<file path="config.mk">
export PLATFORM = sky130hd
export DESIGN_NAME = video_pattern_gen
export DESIGN_NICKNAME = d
export VERILOG_FILES = /design/src/rtl/video_pattern_gen.sv
export SDC_FILE = /design/constraint.sdc
export NUM_CORES = 1
export LEC_CHECK = 0
export CAP_MARGIN = 20
export CORE_MARGIN = 3
export CORE_UTILIZATION = 27
export CTS_CLUSTER_DIAMETER = 100
export CTS_CLUSTER_SIZE = 14
export DETAILED_ROUTE_END_ITERATION = 8
export PLACE_DENSITY = 0.41
export SLEW_MARGIN = 20
export SYNTH_ARGS = -nofsm -noshare
export SYNTH_HDL_FRONTEND = slang
export SYNTH_SLANG_ARGS = --single-unit
</file>
<file path="constraint.sdc">
create_clock -name Clock -period 2.13 [get_ports Clock]
set_input_delay 0.3195 -clock Clock [delete_from_list [all_inputs] [get_ports Clock]]
set_output_delay 0.3195 -clock Clock [all_outputs]
set_load 0.01 [all_outputs]
</file>
<file path="src/rtl/video_pattern_gen.sv">
// -----------------------------------------------------------------------------
// video_pattern_gen
//   Parametrised test-pattern source. Emits one 24-bit {R,G,B} pixel per
//   VideoReady beat over an H_ACTIVE x V_ACTIVE raster, using one of four
//   patterns (HBARS, VBARS, CHECKER, SOLID). The requested Mode is latched
//   only when the last pixel of a frame is consumed, so a frame never mixes
//   patterns.
//
//   Optional feature macro: PATGEN_BORDER_EN
//     When defined, a one-pixel white (24'hFFFFFF) border overrides the
//     pattern on the outer rows and columns. Stripe counters keep advancing
//     underneath, so the pattern inside the border is unchanged.
//
// Ports
//   Clock        in   1   system clock, all logic on posedge
//   Reset        in   1   synchronous, active-high
//   VideoReady   in   1   sink consumes the current pixel at this posedge
//   Mode         in   2   requested pattern: 0 HBARS, 1 VBARS, 2 CHECKER, 3 SOLID
//   video        out  24  current pixel {R,G,B}
//   StartOfFrame out  1   current pixel is (col 0, row 0)
//   EndOfLine    out  1   current pixel is col H_ACTIVE-1
//   FrameCount   out  8   completed frames, modulo 256
// -----------------------------------------------------------------------------
module video_pattern_gen #(
  parameter int H_ACTIVE = 800,
  parameter int V_ACTIVE = 600,
  parameter int STRIPE   = 80
) (
  input  logic        Clock,
  input  logic        Reset,
  input  logic        VideoReady,
  input  logic [1:0]  Mode,
  output logic [23:0] video,
  output logic        StartOfFrame,
  output logic        EndOfLine,
  output logic [7:0]  FrameCount
);

  localparam int CW = (H_ACTIVE > 1) ? $clog2(H_ACTIVE) : 1;
  localparam int RW = (V_ACTIVE > 1) ? $clog2(V_ACTIVE) : 1;
  localparam int SW = (STRIPE   > 1) ? $clog2(STRIPE)   : 1;

  localparam logic [CW-1:0] COL_LAST = CW'(H_ACTIVE - 1);
  localparam logic [RW-1:0] ROW_LAST = RW'(V_ACTIVE - 1);
  localparam logic [SW-1:0] SUB_LAST = SW'(STRIPE - 1);

  localparam logic [23:0] TURQUOISE   = 24'h1ABC9C;
  localparam logic [23:0] CARROT      = 24'hE67E22;
  localparam logic [23:0] SUNFLOWER   = 24'hF1C40F;
  localparam logic [23:0] POMEGRANATE = 24'hC0392B;

  typedef enum logic [1:0] {
    HBARS   = 2'd0,
    VBARS   = 2'd1,
    CHECKER = 2'd2,
    SOLID   = 2'd3
  } mode_e;

  function automatic logic [23:0] palette(input logic [1:0] idx);
    case (idx)
      2'd0:    palette = TURQUOISE;
      2'd1:    palette = CARROT;
      2'd2:    palette = SUNFLOWER;
      default: palette = POMEGRANATE;
    endcase
  endfunction

  logic [CW-1:0] col_q, col_d;
  logic [RW-1:0] row_q, row_d;
  logic [SW-1:0] col_sub_q, col_sub_d;
  logic [SW-1:0] row_sub_q, row_sub_d;
  logic [1:0]    col_idx_q, col_idx_d;
  logic [1:0]    row_idx_q, row_idx_d;
  logic [7:0]    frame_count_q, frame_count_d;
  mode_e         active_mode_q, active_mode_d;

  // Next-state: raster position plus stripe sub-counters. The sub-counters
  // replace a divide by STRIPE; each wrap bumps the 2-bit stripe index.
  always_comb begin
    col_d         = col_q;
    row_d         = row_q;
    col_sub_d     = col_sub_q;
    row_sub_d     = row_sub_q;
    col_idx_d     = col_idx_q;
    row_idx_d     = row_idx_q;
    frame_count_d = frame_count_q;
    active_mode_d = active_mode_q;

    if (VideoReady) begin
      if (col_q == COL_LAST) begin
        // Stripes restart at every line.
        col_d     = '0;
        col_sub_d = '0;
        col_idx_d = '0;
        if (row_q == ROW_LAST) begin
          // Frame wrap: the only point where a new Mode is accepted.
          row_d         = '0;
          row_sub_d     = '0;
          row_idx_d     = '0;
          frame_count_d = frame_count_q + 8'd1;
          active_mode_d = mode_e'(Mode);
        end else begin
          row_d = row_q + RW'(1);
          if (row_sub_q == SUB_LAST) begin
            row_sub_d = '0;
            row_idx_d = row_idx_q + 2'd1;
          end else begin
            row_sub_d = row_sub_q + SW'(1);
          end
        end
      end else begin
        col_d = col_q + CW'(1);
        if (col_sub_q == SUB_LAST) begin
          col_sub_d = '0;
          col_idx_d = col_idx_q + 2'd1;
        end else begin
          col_sub_d = col_sub_q + SW'(1);
        end
      end
    end
  end

  always_ff @(posedge Clock) begin
    if (Reset) begin
      col_q         <= '0;
      row_q         <= '0;
      col_sub_q     <= '0;
      row_sub_q     <= '0;
      col_idx_q     <= '0;
      row_idx_q     <= '0;
      frame_count_q <= '0;
      active_mode_q <= HBARS;
    end else begin
      col_q         <= col_d;
      row_q         <= row_d;
      col_sub_q     <= col_sub_d;
      row_sub_q     <= row_sub_d;
      col_idx_q     <= col_idx_d;
      row_idx_q     <= row_idx_d;
      frame_count_q <= frame_count_d;
      active_mode_q <= active_mode_d;
    end
  end

  // Pixel colour is decoded straight from the registered counters, so the
  // output describes the pixel at the current position with no latency.
  always_comb begin
    video = TURQUOISE;
    case (active_mode_q)
      HBARS:   video = palette(row_idx_q);
      VBARS:   video = palette(col_idx_q);
      CHECKER: video = (col_idx_q[0] ^ row_idx_q[0]) ? CARROT : TURQUOISE;
      SOLID:   video = palette(frame_count_q[1:0]);
      default: video = TURQUOISE;
    endcase
`ifdef PATGEN_BORDER_EN
    if ((row_q == '0) || (row_q == ROW_LAST) || (col_q == '0) || (col_q == COL_LAST)) begin
      video = 24'hFFFFFF;
    end
`else
`endif
  end

  assign StartOfFrame = (col_q == '0) && (row_q == '0);
  assign EndOfLine    = (col_q == COL_LAST);
  assign FrameCount   = frame_count_q;

endmodule

</file>
; ---- Yosys cells after proc, flatten, opt, wreduce, memory -nomap -nowiden
; Cells that the tools add are included.
; W data, S select, Z words.
[word_totals]
ff_bits = 48
input_bits = 5
output_inout_bits = 34
wordCells = 57
[op_classes]
add_sub_neg = 7
eq_ne = 13
mux = 15
bitwise = 1
n_reduce_logical = 13
[ops]
columns = op, count
row1 = $pmux W24 S3, 3
row2 = $pmux W24 S4, 1
row3 = $mux W7, 4
row4 = $mux W24, 1
row5 = $add A10 B1 Y10 const B, 2
row6 = $eq A10 B10 Y1 const B, 2
row7 = $logic_not A10 Y1, 2
row8 = $mux W10, 2
row9 = $add A7 B1 Y7 const B, 2
row10 = $eq A7 B7 Y1 const B, 2
row11 = $eq A2 B2 Y1 const B, 5
row12 = $add A8 B1 Y8 const B, 1
row13 = $eq A2 B1 Y1 const B, 4
row14 = $logic_not A2 Y1, 4
row15 = $mux W2, 4
row16 = $reduce_and A3 Y1, 2
row17 = $add A2 B1 Y2 const B, 2
row18 = $reduce_and A2 Y1, 2
row19 = $reduce_bool A2 Y1, 2
row20 = $logic_and A1 B1 Y1, 1
row21 = $xor A1 B1 Y1, 1

; ---- Depth between registers and ports, before layout
[depth]
ltp_word = 3
mapped_depth = 7
mapped_depth_nobuf = 6

; ---- Worst setup path before layout
; No wires, ideal clock.
[synth_path]
kind = reg-to-output
start = register frame_count_q[0] (netlist: FrameCount[0])
end = output port video[21]
arrival_ps = 1607
slack_ps = 204
stages_incl_launch_ff = 5
cell_sequence = dfxtp_1 inv_1 ha_1 mux4_2 buf_4
[synth_between]
elab_chain_len = 3
word_cells_on_any_way = 5
[synth_lines]
columns = element, line
row1 = start: declaration, 74  ; logic [7:0] frame_count_q, frame_count_d;
row2 = start signal: assignment, 140  ; frame_count_q <= frame_count_d;
row3 = "$eq A2 B2 Y1, or another cell as far along", 60  ; case (idx)
row4 = $pmux W24 S3 *, 60
row5 = $pmux W24 S4 *, 149  ; case (active_mode_q)
row6 = end: declaration, 33  ; output logic [23:0] video,
; Every way passes the cells marked *; elsewhere a longest branch is shown, timed or not.

; ---- Worst setup path in the final report
[layout_path]
start = register col_idx_q[0]
end = output port video[5]
[layout_between]
elab_chain_len = 3
word_cells_on_any_way = 7
[layout_lines]
columns = element, line
row1 = start: declaration, 72  ; logic [1:0] col_idx_q, col_idx_d;
row2 = start signal: assignment, 138  ; col_idx_q <= col_idx_d;
row3 = "$eq A2 B2 Y1, or another cell as far along", 60
row4 = $pmux W24 S3 / $mux W24 (equally long branches), "60, 152"
row5 = $pmux W24 S4 *, 149
; Marked as above.

==> impl_metrics.ini <==
[status]
status = finished clean

[sta]
final-hold-violation-count = 0
slew_viol_final = 0
period_share = 0.992
fin_ws_ns = 0.0175
setup_viol = 0
whs_ns = 0.487
rsz0062_at_grt = yes
layout_min_cycle_time_ns = 2.11
fin_skew_ns = 0.00602
fmax_mhz = 473

[cts]
clock-sinks = 48
cts_tree = done
htree_levels = 2
clock_latency_ns = 0.29
cts_buffer_depth = 2
root_buffer = clkbuf_16
cts_buffers = 5
cts_hold_buf = 0
clkTransAtPathRegs_ns = 0.06

[setup_path]
rr_startpoint = row_q[8]
r2r_end = row_q[9]
crit_fanout = 4
worstRegToRegCells = 6
required_ns = 1.81
cp-start-kind = register
arrival_ns = 1.79
critPathKind = register to output port
worst_setup_path_end_kind = output port
r2r_slack_ns = 0.17

[hold_path]
hold-path-endpoint = row_sub_q[1]
holdCritPathClass = register to register
hold_start = row_sub_q[1]
min_path_cells = 2

[drt]
drc_errors = 0
first_iter_violations = 90
firstDrtPassIters = 4
num_vias = 2890
vias_per_cell = 4.93
ant_nets = 0
avgRoutedWirePerCell_um = 14.5
wirelength_um = 8500

[power_and_ir_drop]
power_leakage_uw = 0.00161
total_power_uw = 1820
p_per_area_nw_per_um2 = 443
ir_drop_mv = 0.336

[synth]
ys_top_cells_by_area = dfxtp_1, ha_1, nand3_1
ys.flop_type = dfxtp_1
syn_avg_cell_area_sq_um = 8.27
synth_cells = 378
synth-seq-cells = 48
syn_area_sq_um = 3130
async_flop_share = 0
synth_top_cell_by_area = dfxtp_1
synth_cell_types = 52
synth_common_cells = dfxtp_1, nand2_1, nor2_1
synth-edff-count = 0
ys.warnings.count = 0
seq_area_frac_synth = 0.307
yosysMostFrequentCell = dfxtp_1
synth_fp_nets = 411
netlist.area_leader.share = 0.307

[placed_design]
port_buffers = 37
dpl.cell_count = 575
place.gp.congestion = 0.726
pre_cts_ws_ns = -0.146
post-dp-hpwl_um = 6560
placed_area_sq_um = 3910

[die]
die_w_um = 114
dieArea_sq_um = 12900
die_y_um = 114
start_util = 0.282
ios = 39
core_sq_um = 11100
rows = 38

[layout]
final_area_sq_um = 4100
synthToLayoutAreaGrowth_pct = 31.1
fin_cells = 586
layout-drive-gt1-share = 0.233
nets = 478
diodes = 0

[global_route]
grt_pass1_wl_um = 14300
grt-ovfl-total = 0
grt_pass1_vias = 2868
grt_start_max_net_pins = 28
grt_use_total = 0.135
antenna_found_initial = 0

[flow_run]
maxCapViolations = 0
## metrics by stage
step	utilization	setup TNS, ns
5_1_grt	0.370	-0.155
3_3_place_gp	0.353	-0.725
3_5_place_dp	0.353	-1.28
2_1_floorplan	-	0
4_1_cts	0.369	-0.00644
6_report	0.370	0
## worst max path at each step
stage | startpoint | endpoint | cells past startpoint
floorplan | FrameCount[0] | video[21] | 4
global placement | VideoReady | FrameCount[6] | 6
detailed placement | VideoReady | FrameCount[6] | 6
CTS | col_idx_q[0] | video[5] | 7
global route | col_idx_q[0] | video[5] | 7
finish | col_idx_q[0] | video[5] | 7
## power breakdown
group | internal [uW] | total, uW | switching [uW] | leakage [uW]
combinational | 40.8 | 89.2 | 48.4 | 0.00115
clock | 468 | 809 | 340 | 0.0000701
sequential | 906 | 918 | 11.7 | 0.000392
total | 1420 | 1820 | 401 | 0.00161
## cell type report
class / count / area [sq um]
clock inverter: 1 / 7.51
timing repair buffer: 91 / 728
multi-input combinational: 279 / 2000
sequential: 48 / 975
tap: 140 / 175
inverter: 20 / 75.1
clock buffer: 7 / 143
fill: 1203 / 6980
## cell families (layout without fill, tap and decap cells)
kind of cell,after synthesis,in the layout,share of synthesized area
adders and majority gates,28,28,0.112
and+or+nand+nor,155,155,0.270
muxes,11,11,0.0496
other,1,1,0.00120
buffers and inverters,51,119,0.0752
DFF,48,48,0.307
xor gates and xnor gates,16,16,0.0448
AOI/OAI and AO/OA,68,68,0.140
## metal layers
layer	vias up	routed length [um]	GRT usage
met2	43	3930	0.227
met5	-	0	0
met1	1355	4200	0.182
met3	5	297	0.0233
li1	1487	-	-
met4	0	78	0.0288
## flip-flops by register name (all words and copies together), names as in the netlist
name,flops
row_idx_q,2
col_idx_q,2
col_sub_q,7
row_q,10
FrameCount,8
col_q,10
row_sub_q,7
active_mode_q,2
## critical path, stage by stage (launching register included)
cell and delay (ns):
dfxtp_4 0.36, buf_4 0.14, ha_2 0.19, mux2_2 0.28
a22oi_2 0.17, buf_4 0.14, nand4_1 0.08, buf_2 0.15
## what timing repair did
item | CTS | global route
buffers inserted | 2 | 1
pin swaps | 2 | 3
setup endpoints to repair | 25 | 27
gates resized for setup | 49 | 25
## cell usage in the layout (no fill, tap or decap), drive strengths merged, types with 6 or more instances in the layout
master         synthesis  routed
inv                   20      20
mux2                   6       6
o21ai                 21      21
nand2                 30      30
and3                   8       8
and4                   6       6
clkbuf                16      15
dfxtp                 48      48
nand4                 12      12
a21oi                 19      19
buf                   15      55
nor4                   8       8
dlygate4sd2            0      13
nand3                 26      26
ha                    28      28
xnor2                  8       8
nor2                  29      29
nor3b                  7       7
xor2                   8       8
nor3                   9       9
clkdlybuf4s50          0      12
(Power assumes the default switching activity.)
